--- src/rtl/force_sequencer.sv ---
// force_sequencer: per-frame scheduler for the soft-body force stage.
// On a step request it launches each force source in index order, sums the
// per-node force stream of the active source into one bank of signed
// saturating accumulators, then publishes the frame's net force per node.
//
// Ports:
//   clk_in         single clock
//   rst_in         synchronous active-high reset
//   step_in        frame-start pulse, honoured only when idle
//   src_begin_out  one-hot, one-cycle launch pulse per source
//   src_valid_in   force-valid per source
//   src_fx_in      signed x force component per source
//   src_fy_in      signed y force component per source
//   src_done_in    completion pulse per source
//   net_fx_out     published net x force per node
//   net_fy_out     published net y force per node
//   step_done_out  one-cycle pulse when net_* is updated
//   busy_out       frame in progress
//   err_out        sticky errors: bit0 timeout, bit1 short/long stream
module force_sequencer #(
  parameter int unsigned NUM_NODES   = 10,
  parameter int unsigned NUM_SOURCES = 3,
  parameter int unsigned FORCE_SIZE  = 8,
  parameter int unsigned ACC_SIZE    = 12,
  parameter int unsigned TIMEOUT     = 64
) (
  input  logic                                    clk_in,
  input  logic                                    rst_in,
  input  logic                                    step_in,
  output logic [NUM_SOURCES-1:0]                  src_begin_out,
  input  logic [NUM_SOURCES-1:0]                  src_valid_in,
  input  logic [NUM_SOURCES-1:0][FORCE_SIZE-1:0]  src_fx_in,
  input  logic [NUM_SOURCES-1:0][FORCE_SIZE-1:0]  src_fy_in,
  input  logic [NUM_SOURCES-1:0]                  src_done_in,
  output logic [NUM_NODES-1:0][ACC_SIZE-1:0]      net_fx_out,
  output logic [NUM_NODES-1:0][ACC_SIZE-1:0]      net_fy_out,
  output logic                                    step_done_out,
  output logic                                    busy_out,
  output logic [1:0]                              err_out
);

  localparam int unsigned K_W = (NUM_SOURCES > 1) ? $clog2(NUM_SOURCES) : 1;
  localparam int unsigned N_W = $clog2(NUM_NODES + 1);
  localparam int unsigned T_W = $clog2(TIMEOUT + 1);

  typedef enum logic [2:0] {
    S_IDLE,
    S_CLEAR,
    S_LAUNCH,
    S_COLLECT,
    S_NEXT,
    S_PUBLISH
  } state_t;

  state_t                               state;
  logic [K_W-1:0]                       src_idx;
  logic [N_W-1:0]                       node_idx;
  logic [T_W-1:0]                       wait_cnt;
  logic [NUM_NODES-1:0][ACC_SIZE-1:0]   acc_x;
  logic [NUM_NODES-1:0][ACC_SIZE-1:0]   acc_y;

  logic                  cur_valid;
  logic                  cur_done;
  logic [FORCE_SIZE-1:0] cur_fx;
  logic [FORCE_SIZE-1:0] cur_fy;
  logic                  take_c;
  logic [N_W-1:0]        node_after;

  // Signed add at ACC_SIZE+1 bits, clamped to the accumulator range.
  function automatic logic [ACC_SIZE-1:0] sat_add(input logic [ACC_SIZE-1:0]   acc,
                                                  input logic [FORCE_SIZE-1:0] f);
    logic [ACC_SIZE:0] sum;
    sum = {acc[ACC_SIZE-1], acc} +
          {{(ACC_SIZE + 1 - FORCE_SIZE){f[FORCE_SIZE-1]}}, f};
    if (sum[ACC_SIZE] != sum[ACC_SIZE-1]) begin
      return sum[ACC_SIZE] ? {1'b1, {(ACC_SIZE-1){1'b0}}}
                           : {1'b0, {(ACC_SIZE-1){1'b1}}};
    end
    return sum[ACC_SIZE-1:0];
  endfunction

  // Only the launched source is observed; the others are ignored.
  always_comb begin
    cur_valid  = src_valid_in[src_idx];
    cur_done   = src_done_in[src_idx];
    cur_fx     = src_fx_in[src_idx];
    cur_fy     = src_fy_in[src_idx];
    take_c     = cur_valid && (node_idx < N_W'(NUM_NODES));
    // Node count as seen by a same-cycle done (valid is applied first).
    node_after = node_idx + N_W'(take_c);
  end

  // Frame sequencer with registered outputs.
  always_ff @(posedge clk_in) begin
    if (rst_in) begin
      state         <= S_IDLE;
      src_idx       <= '0;
      node_idx      <= '0;
      wait_cnt      <= '0;
      acc_x         <= '0;
      acc_y         <= '0;
      src_begin_out <= '0;
      net_fx_out    <= '0;
      net_fy_out    <= '0;
      step_done_out <= 1'b0;
      busy_out      <= 1'b0;
      err_out       <= '0;
    end else begin
      src_begin_out <= '0;
      step_done_out <= 1'b0;

      case (state)
        S_IDLE: begin
          busy_out <= 1'b0;
          // Blocked during the publish pulse so a new frame starts one cycle later.
          if (step_in && !step_done_out) begin
            err_out  <= '0;
            src_idx  <= '0;
            busy_out <= 1'b1;
            state    <= S_CLEAR;
          end
        end

        S_CLEAR: begin
          acc_x         <= '0;
          acc_y         <= '0;
          src_begin_out <= NUM_SOURCES'(1) << src_idx;
          state         <= S_LAUNCH;
        end

        S_LAUNCH: begin
          node_idx <= '0;
          wait_cnt <= '0;
          state    <= S_COLLECT;
        end

        S_COLLECT: begin
          if (take_c) begin
            acc_x[node_idx] <= sat_add(acc_x[node_idx], cur_fx);
            acc_y[node_idx] <= sat_add(acc_y[node_idx], cur_fy);
            node_idx        <= node_after;
          end else if (cur_valid) begin
            err_out[1] <= 1'b1;
          end

          if (cur_done) begin
            if (node_after != N_W'(NUM_NODES)) begin
              err_out[1] <= 1'b1;
            end
            state <= S_NEXT;
          end else if (wait_cnt == T_W'(TIMEOUT - 1)) begin
            // Abandon the source; partial sums stay in the bank.
            err_out[0] <= 1'b1;
            state      <= S_NEXT;
          end else begin
            wait_cnt <= wait_cnt + T_W'(1);
          end
        end

        S_NEXT: begin
          if (src_idx == K_W'(NUM_SOURCES - 1)) begin
            state <= S_PUBLISH;
          end else begin
            src_idx       <= src_idx + K_W'(1);
            src_begin_out <= NUM_SOURCES'(1) << (src_idx + K_W'(1));
            state         <= S_LAUNCH;
          end
        end

        S_PUBLISH: begin
          net_fx_out    <= acc_x;
          net_fy_out    <= acc_y;
          step_done_out <= 1'b1;
          state         <= S_IDLE;
        end

        default: begin
          state <= S_IDLE;
        end
      endcase
    end
  end

endmodule

--- config.mk ---
export PLATFORM = sky130hd
export DESIGN_NAME = force_sequencer
export DESIGN_NICKNAME = d
export VERILOG_FILES = /design/src/rtl/force_sequencer.sv
export SDC_FILE = /design/constraint.sdc
export NUM_CORES = 1
export LEC_CHECK = 0
export CORE_MARGIN = 5
export CORE_UTILIZATION = 58
export DETAILED_ROUTE_END_ITERATION = 7
export PLACE_DENSITY_LB_ADDON = 0.2
export REMOVE_ABC_BUFFERS = 1
export SLEW_MARGIN = 20
export SYNTH_ARGS = -nofsm -noshare
export SYNTH_HDL_FRONTEND = slang
export SYNTH_SLANG_ARGS = --single-unit
--- constraint.sdc ---
create_clock -name clk_in -period 9.1 [get_ports clk_in]
set_input_delay 2.275 -clock clk_in [delete_from_list [all_inputs] [get_ports clk_in]]
set_output_delay 2.275 -clock clk_in [all_outputs]
set_load 0.03 [all_outputs]
### Word level (Yosys, flattened, before mapping)

Index checks and enable logic that the tools add are counted.

| storage, ports and cells | value |
|---|---|
| output and inout port bits | 247 |
| flip-flop bits (word level) | 503 |

| operators by class | value |
|---|---|
| shifts and indexed selects | 2 |
| add/sub/neg operators | 5 |
| reductions and logical operators | 16 |
| equal/unequal tests | 17 |
| order comparisons | 4 |
| muxes and demuxes | 64 |

Operators by type and width:

| cell | number |
|---|---|
| $pmux W120 S2 | 2 |
| $bwmux W120 | 2 |
| $mux W120 | 2 |
| $mux W12 | 15 |
| $bmux W12 S4 | 2 |
| $demux W12 S4 | 1 |
| $bmux W8 S2 | 2 |
| $add A12 B8 Y13 | 2 |
| $mux W1 | 18 |
| $mux W8 | 2 |
| $mux W3 | 5 |
| $pmux W3 S5 | 1 |
| $mux W7 | 2 |
| $pmux W7 S2 | 1 |
| $ne A2 B2 Y1 const B | 6 |
| $pmux W2 S2 | 2 |
| $pmux W4 S2 | 1 |
| $reduce_and A2 Y1 | 4 |
| $reduce_bool A2 Y1 | 4 |
| $add A7 B1 Y7 const B | 1 |
| $eq A7 B6 Y1 const B | 1 |
| $eq A3 B2 Y1 const B | 2 |
| $eq A3 B3 Y1 const B | 2 |
| $pmux W3 S2 | 1 |
| other kinds (20) | 27 |

### Depth between registers and ports, before layout

Gate-level depths: netlist of the first run.

| logic depth | value |
|---|---|
| depth in word-level cells | 15 |
| mapped depth | 16 |
| mapped depth without buffers | 13 |

### Worst setup path before layout of the first run

Ideal clock, no wire load.

| timing path | value |
|---|---|
| path type | input -> register |
| start point | in src_fy_in[15] (netlist bit) |
| end point | reg acc_y[111] (netlist bit) |
| stages on the path | 12 |
| library setup time | 0.127 ns |
| slack | 4.230 ns |
| arrival time | 4.743 ns |
| required time | 8.973 ns |
| buffers on the path | 2 |
| cell sequence | mux2i_1 -> o21ai_0 -> ha_1 -> buf_2 -> o211a_1 -> a221oi_2 -> o22ai_1 -> a311o_1 -> and2_1 -> buf_2 -> a21oi_2 -> o21ai_1 |

| on the way | value |
|---|---|
| word-level cells in the longest chain between the ends | 15 |
| elaborated cells on any way between the ends | 17 |
| those cells by class | 1 x add/sub; 1 x eq/ne; 15 x mux |

Ends and longest elaborated chain:

| item | RTL line | text |
|---|---|---|
| start: declaration | 33 | `input logic [NUM_SOURCES-1:0][FORCE_SIZE-1:0] src_fy_in,` |
| $bmux W8 S2 (*) | 87 | `cur_fy = src_fy_in[src_idx];` |
| $mux W8 (implied by the code) (*) | 87 |  |
| $add A12 B8 Y13 (*) | 73 | `sum = {acc[ACC_SIZE-1], acc} +` |
| $ne A1 B1 Y1 | 75 | `if (sum[ACC_SIZE] != sum[ACC_SIZE-1]) begin` |
| $mux W1 | 75 |  |
| $mux W1 | 138 | `if (take_c) begin` |
| $mux W1 | 112 | `case (state)` |
| $mux W1 | 95 | `if (rst_in) begin` |
| $mux W12 (*) | 79 | `return sum[ACC_SIZE-1:0];` |
| $mux W12 (*) | 138 |  |
| $mux W12 (*) | 112 |  |
| $mux W12 (*) | 95 |  |
| $bwmux W120 (*) | 140 | `acc_y[node_idx] <= sat_add(acc_y[node_idx], cur_fy);` |
| $mux W120 (*) | 138 |  |
| $pmux W120 S2 (*) | 112 |  |
| end signal: indexed assignment | 140 |  |
| end: declaration | 60 | `logic [NUM_NODES-1:0][ACC_SIZE-1:0] acc_y;` |

Mark *: on every way between the ends. The rest lies on a longest branch, timed or not. The select of a mux whose other input is x is not followed.
A chain may end at the register's enable or synchronous reset.

### Worst setup path after layout of the first run

| timing path | value |
|---|---|
| start point | in src_fx_in[15] (netlist bit) |
| end point | reg acc_x[27] (netlist bit) |

| on the way | value |
|---|---|
| word-level cells in the longest chain between the ends | 15 |
| elaborated cells on any way between the ends | 17 |
| those cells by class | 1 x add/sub; 1 x eq/ne; 15 x mux |

Ends and longest elaborated chain:

| item | RTL line | text |
|---|---|---|
| start: declaration | 32 | `input logic [NUM_SOURCES-1:0][FORCE_SIZE-1:0] src_fx_in,` |
| $bmux W8 S2 (*) | 86 | `cur_fx = src_fx_in[src_idx];` |
| $mux W8 (implied by the code) (*) | 86 |  |
| $add A12 B8 Y13 (*) | 73 |  |
| $ne A1 B1 Y1 | 75 |  |
| $mux W1 | 75 |  |
| $mux W1 | 138 |  |
| $mux W1 | 112 |  |
| $mux W1 | 95 |  |
| $mux W12 (*) | 79 |  |
| $mux W12 (*) | 138 |  |
| $mux W12 (*) | 112 |  |
| $mux W12 (*) | 95 |  |
| $bwmux W120 (*) | 139 | `acc_x[node_idx] <= sat_add(acc_x[node_idx], cur_fx);` |
| $mux W120 (*) | 138 |  |
| $pmux W120 S2 (*) | 112 |  |
| end signal: indexed assignment | 139 |  |
| end: declaration | 59 | `logic [NUM_NODES-1:0][ACC_SIZE-1:0] acc_x;` |

Marks and branches as above.

==> results.py, run 1 <==
metrics = {
    "routing": {
        "vias_per_cell": 6.03,
        "drt_iter0_markers": 2169,
        "wl_um": 64500,
        "wire_per_inst_um": 20.6,
        "drtAntennaViolNets": 0,
        "drc": 1,
        "dr_total_vias": 18800,
        "drt-pass1-iter-count": 8,
    },
    "worst_setup_path": {
        "required_ns": 9.50,
        "critical_path_class": "input port to flip-flop",
        "crit_slowest_cell": "o21ai_0",
        "path_cells": "clkdlybuf4s50_1 -> mux2i_1 -> o21ai_0 -> ha_1 -> a2111oi_0 -> o21ai_0 -> o21ai_0 -> a211o_1 -> a21boi_1 -> buf_4 -> nor2_1 -> o21ai_0",
        "cp_max_fo": 10,
        "cp-start-kind": "input port",
        "endpoint_kind": "flip-flop",
        "cp.arrival_ns": 6.00,
        "slowest_delay_ns": 0.60,
        "path_common_cell": "o21ai_0",
    },
    "grt": {
        "grt_util_all_layers_pct": 31.6,
        "grt_pass1_vias": 18000,
        "grt_first_pass_wirelength_um": 99100,
        "grt-busiest-layer": "met2",
        "grt_util_met3_pct": 6.24,
        "antenna_found_initial": 1,
        "grt_max_degree": 242,
        "grtUsageMet1_pct": 43.6,
        "grt_overflow": 0,
        "grt_use_met2_pct": 49.5,
    },
    "logic_synthesis": {
        "muxShareOfSynthArea_pct": 8.80,
        "synth_top_family_by_area": "compound AO/OA/AOI/OAI gates",
        "seq_area_frac_synth_pct": 49.3,
        "avgSynthCellArea_um2": 8.46,
        "synth_ff_type": "dfxtp_1",
        "yosysTopAreaCell": "dfxtp_1",
        "synth_cells": 2413,
        "ys_warn_count": 0,
        "yosys-top-cells-area": "dfxtp_1, nand2_1, a21oi_1",
        "synth.top_cell.area_share_pct": 49.3,
        "synthXorXnorAreaFrac_pct": 0.687,
        "synthSimpleGateAreaFrac_pct": 17.8,
        "synth_edf_count": 0,
        "ys_ff_latch": 503,
        "syn-cell-area_mm2": 0.0204,
        "synth_compound_area_share_pct": 18.1,
        "synthArstFlopShare_pct": 0,
        "yosysUniqueCellTypes": 66,
        "synth_fa_ha_area_share_pct": 2.10,
    },
    "final_layout": {
        "final_layout_size_suffix_gt1_share_pct": 7.31,
        "nNetsFinal": 2720,
        "final_cell_count_no_fill": 3124,
        "area_delta_synth_final_pct": 24.1,
        "diodes": 0,
        "final_design_area_no_fill_mm2": 0.0253,
    },
    "outcome": {
        "status": "finished, violations left",
        "violations": "design-rule violations",
    },
    "clocking": {
        "cts_root_buf": "clkbuf_16",
        "ctsResizeCount": 0,
        "cts_setup_buffers": 0,
        "cts_tree": "built",
        "cts_buffers": 48,
        "cts_max_path_buffers": 3,
        "cts_hold_buf": 0,
        "cts.sinks": 503,
        "clk_latency_ns": 0.57,
        "clk_pin_slew_worst_paths_ns": 0.06,
        "htreeDepth": 2,
    },
    "die": {
        "fp.dieH_um": 198,
        "fp-row-count": 68,
        "dieArea_mm2": 0.0390,
        "io_pins": 304,
        "die_w_um": 198,
        "start_util_pct": 58.9,
        "core-area_mm2": 0.0346,
    },
    "placed_design": {
        "dp.cells": 3035,
        "post_dp_cell_area_mm2": 0.0237,
        "gp_congestion": 0.919,
        "io_buffers": 303,
        "place_ws_ns": 3.04,
        "dp_hpwl_um": 42200,
    },
    "timing": {
        "final_hold_viol_count": 0,
        "setup_violations": 0,
        "maxSlewViolCount": 0,
        "fin_ws_ns": 3.50,
        "min_period_ns": 5.60,
        "tightest_slew_ns": 1.15,
        "max_clock_freq_ghz": 0.179,
        "skew_ns": 0.0120,
        "relSlewSlack_pct": 23.3,
        "rsz0062_at_grt": "no",
        "post-route-period-util_pct": 61.5,
        "fin_tns_setup_ns": 0,
    },
    "worst_hold_path": {
        "min_path_type": "flip-flop to flip-flop",
    },
    "power": {
        "peakVddDrop_mv": 0.152,
        "power_density_mw_per_mm2": 180,
        "p_leak_uw": 0.00838,
    },
    "run": {
        "maxCapViolations": 0,
    },
}
## state kept, by name, indices dropped and copies added, names as in the netlist, 2 cells and up
name and count:
acc_y 120, src_begin_out 3, net_fx_out 120, src_idx 2, wait_cnt 7, node_idx 4
err_out 2, acc_x 120, net_fy_out 120, state 3
## metal layers
layer | up-vias | wire length, µm
li1 | 8690 | -
met1 | 8953 | 26300
met2 | 1010 | 29200
met3 | 190 | 6510
met4 | 0 | 2500
met5 | - | 0
## cell usage in the layout (no fill, tap or decap), types with 10 or more instances in the layout
master           count
o21ai_1             35
nor3_1              13
nand2b_1            12
ha_1                31
mux4_2              48
buf_4               24
a21o_1              10
mux2i_1             68
clkbuf_1            10
a21oi_2             15
nand3_1             21
clkbuf_16           50
nor2_1              60
dfxtp_1            500
inv_1               10
nand2_1            761
a21oi_1            269
clkdlybuf4s50_1    302
a22oi_1             24
xnor2_1             12
o21ai_0            232
o22ai_1             25
clkbuf_8            11
## critical path, delay by kind of cell
kind,cells,cell delay (ns)
muxes,1,0.09
and+or+nand+nor,1,0.60
buffers and inverters,2,0.75
adders and majority gates,1,0.43
AOI/OAI and AO/OA,7,1.83
## layout make-up
| class | count | area, µm² |
|---|---|---|
| Inverter | 10 | 37.5 |
| Multi-Input combinational cell | 1739 | 9740 |
| Clock buffer | 70 | 1430 |
| Fill cell | 2650 | 9300 |
| Clock inverter | 19 | 244 |
| Sequential cell | 503 | 10100 |
| Timing Repair Buffer | 328 | 3240 |
| Tap cell | 455 | 569 |
## synthesized netlist by cell type (all sizes together), types with 5 or more instances
library cell  instances
mux2i                69
o21a                  7
a21oi               284
nand3                21
o21bai                6
a211oi                8
clkbuf              129
nand2b               12
or3                   6
a31oi                 9
dfxtp               503
o21ai               267
nor2                 61
o211ai                5
nand2               761
a22oi                24
o22ai                25
buf                  32
nor3                 14
xnor2                12
mux4                 48
a21o                 10
inv                  10
nor2b                 9
ha                   31
## through the flow
| step | power [µW] | hold slack, ns | util [%] |
|---|---|---|---|
| after global routing | 4680 | 0.467 | 73.2 |
| after global placement | 2500 | 0.442 | 68.3 |
| after floorplan | 2380 | 0.435 | - |
| final | 4570 | 0.451 | 73.2 |
| after CTS | 4570 | 0.454 | 73.2 |
| after detailed placement | 2510 | 0.446 | 68.3 |
## where the power goes
part           switching, µW  internal [µW]  total, µW
registers               8.30           2200       2210
clock network            874           1230       2110
logic                    182           70.9        253
## path summary, 6_finish.rpt
check	from	end	slack [ns]	depth (start not counted)
worst max-delay path	src_fx_in[15]	acc_x[27]$_SDFFE_PP0P_	3.50	12
worst min-delay path	net_fy_out[55]$_SDFFE_PP0P_	net_fy_out[55]$_SDFFE_PP0P_	0.45	2
worst max register to register	node_idx[1]$_SDFFE_PP0P_	acc_x[27]$_SDFFE_PP0P_	3.55	14
worst min register to register	net_fy_out[55]$_SDFFE_PP0P_	net_fy_out[55]$_SDFFE_PP0P_	0.45	2
## cell families after synthesis
| family | after synthesis |
|---|---|
| adders and majority gates | 33 |
| buffers and inverters | 171 |
| xor gates and xnor gates | 16 |
| muxes | 118 |
| and+or+nand+nor | 909 |
| DFF | 503 |
| AOI/OAI and AO/OA | 663 |
(Power assumes the default switching activity.)
==> inputs of run 2 (changes only) <==
--- a/config.mk
+++ b/config.mk
@@ -6,7 +6,7 @@
 export NUM_CORES = 1
 export LEC_CHECK = 0
 export CORE_MARGIN = 5
-export CORE_UTILIZATION = 58
+export CORE_UTILIZATION = 49
 export DETAILED_ROUTE_END_ITERATION = 7
 export PLACE_DENSITY_LB_ADDON = 0.2
 export REMOVE_ABC_BUFFERS = 1
==> constraint.sdc (replaced) <==
create_clock -name clk_in -period 4.7 [get_ports clk_in]
set_input_delay 1.175 -clock clk_in [delete_from_list [all_inputs] [get_ports clk_in]]
set_output_delay 1.175 -clock clk_in [all_outputs]
set_load 0.03 [all_outputs]
==> run 2 against run 1 <==
- the run now ends clean
- sequential power increased by 94%
- global-route usage decreased by 3.8 points
- cell area is 2.2% higher
- critical endpoint is now acc_y[65]$_SDFFE_PP0P_
- clock skew up 0.0017 ns
- register-to-register slack worse by 3.3 ns
- hold slack about the same
- first-iteration DRC count decreased by 22%
==> results.py, run 2 (same netlist as run 1, synthesis figures left out) <==
metrics = {
    "final_layout": {
        "final_design_area_no_fill_mm2": 0.0259,
        "nNetsFinal": 2765,
        "area_delta_synth_final_pct": 26.8,
        "final_cell_count_no_fill": 3243,
        "final_util_pct": 63.1,
        "final_layout_size_suffix_gt1_share_pct": 8.63,
        "final_common_cell": "nand2_1",
        "final_cell_mix": "nand2_1, dfxtp_1, clkdlybuf4s50_1, a21oi_1, o21ai_0",
        "diodes": 0,
    },
    "clocking": {
        "clk_latency_ns": 0.60,
        "ctsResizeCount": 0,
        "cts_tree": "built",
        "cts_buffers": 53,
        "htreeDepth": 2,
        "cts_root_buf": "clkbuf_16",
        "cts_max_path_buffers": 3,
        "cts.sinks": 503,
        "cts_hold_buf": 0,
        "cts_setup_buffers": 0,
        "clk_pin_slew_worst_paths_ns": 0.06,
    },
    "worst_setup_path": {
        "cp.arrival_ns": 4.93,
        "critical_path_class": "flip-flop to flip-flop",
        "cp_max_fo": 18,
        "endpoint_kind": "flip-flop",
        "required_ns": 5.15,
        "cp-start-kind": "flip-flop",
    },
    "die": {
        "start_util_pct": 49.8,
        "fp.dieH_um": 214,
        "die_w_um": 214,
        "io_pins": 304,
        "fp-row-count": 74,
        "core-area_mm2": 0.0410,
        "dieArea_mm2": 0.0458,
    },
    "routing": {
        "vias_per_cell": 5.72,
        "drtAntennaViolNets": 0,
        "dr_total_vias": 18600,
        "drt-pass1-iter-count": 8,
        "wire_per_inst_um": 20.4,
        "wl_um": 66200,
        "drc": 0,
        "drt_iter0_markers": 1697,
    },
    "grt": {
        "grt_pass1_vias": 18100,
        "grt_first_pass_wirelength_um": 103000,
        "grt_max_degree": 180,
        "grt_overflow": 0,
        "grt_util_all_layers_pct": 27.7,
        "antenna_found_initial": 2,
    },
    "timing": {
        "min_period_ns": 4.48,
        "final_hold_viol_count": 0,
        "tightest_slew_ns": 1.11,
        "skew_ns": 0.0137,
        "relSlewSlack_pct": 26.0,
        "setup_violations": 0,
        "max_clock_freq_ghz": 0.223,
        "post-route-period-util_pct": 95.2,
        "maxSlewViolCount": 0,
        "fin_ws_ns": 0.224,
        "rsz0062_at_grt": "no",
    },
    "worst_hold_path": {
        "min_path_type": "flip-flop to flip-flop",
    },
    "power": {
        "p_sw_uw": 2060,
        "p_leak_uw": 0.00865,
        "peakVddDrop_mv": 0.258,
        "p_sw_share_pct": 23.0,
        "pwr-share-clk_pct": 46.6,
        "seq_power_share_pct": 47.8,
        "intPower_uw": 6910,
        "power_density_mw_per_mm2": 347,
        "pwr-share-comb_pct": 5.7,
    },
    "outcome": {
        "status": "finished clean",
    },
    "placed_design": {
        "dp_hpwl_um": 45400,
        "io_buffers": 303,
        "post_dp_cell_area_mm2": 0.0242,
        "place_ws_ns": 0.0455,
        "gp_congestion": 0.925,
        "dp.cells": 3152,
    },
    "run": {
        "maxCapViolations": 0,
    },
}
run 2: path summary, 6_finish.rpt:
check,cells after the start,startpoint,slack (ns),end
hold / removal,2,net_fy_out[19]$_SDFFE_PP0P_,0.45,net_fy_out[19]$_SDFFE_PP0P_
setup reg to reg,12,node_idx[0]$_SDFFE_PP0P_,0.22,acc_y[65]$_SDFFE_PP0P_
setup / recovery,12,node_idx[0]$_SDFFE_PP0P_,0.22,acc_y[65]$_SDFFE_PP0P_
hold reg to reg,2,net_fy_out[19]$_SDFFE_PP0P_,0.45,net_fy_out[19]$_SDFFE_PP0P_
run 2: layer usage:
metal	track usage (%)	routed length, µm	vias to the layer above
met1	37.5	27800	8867
met5	0	0	-
met3	5.46	5690	117
met2	45.8	30900	778
met4	7.60	1800	0
li1	-	-	8794
run 2: metrics by stage:
stage	hold WS (ns)	power (µW)	setup TNS, ns
2_1_floorplan	0.435	4600	-502.14
3_3_place_gp	0.444	4870	0
3_5_place_dp	0.446	4880	0
4_1_cts	0.454	9010	0
5_1_grt	0.470	9240	0
6_report	0.451	8970	0
run 2: layout make-up:
class / instances / area [µm²]
Sequential cell: 503 / 10100
Clock inverter: 15 / 220
Tap cell: 532 / 666
Timing Repair Buffer: 368 / 3620
Clock buffer: 76 / 1500
Inverter: 10 / 37.5
Multi-Input combinational cell: 1739 / 9750
Fill cell: 3491 / 15100
run 2: power groups by stage:
stage / registers, µW / clock network, µW / logic (µW)
after floorplan: 4380 / 0 / 223
after global placement: 4380 / 0 / 490
after detailed placement: 4380 / 0 / 496
after CTS: 4290 / 4230 / 499
after global routing: 4290 / 4410 / 541
final: 4290 / 4180 / 510
run 2: critical path, cell delays in order (launching register included):
cell and delay (ns):
dfxtp_4 0.60, buf_4 0.42, mux4_2 0.56, mux2i_1 0.22, o22ai_1 0.16, ha_1 0.37
o211a_1 0.25, a221oi_2 0.30, o22ai_1 0.13, a311o_1 0.35, and2_1 0.34, a21oi_2 0.44
o21ai_0 0.17
==> inputs of run 3 (changes only) <==
--- a/config.mk
+++ b/config.mk
@@ -10,6 +10,7 @@
 export DETAILED_ROUTE_END_ITERATION = 7
 export PLACE_DENSITY_LB_ADDON = 0.2
 export REMOVE_ABC_BUFFERS = 1
+export SETUP_SLACK_MARGIN = 0.02
 export SLEW_MARGIN = 20
 export SYNTH_ARGS = -nofsm -noshare
 export SYNTH_HDL_FRONTEND = slang
==> results of run 3 <==
No change in the layout: final DEF, timing and power equal those of run 2.
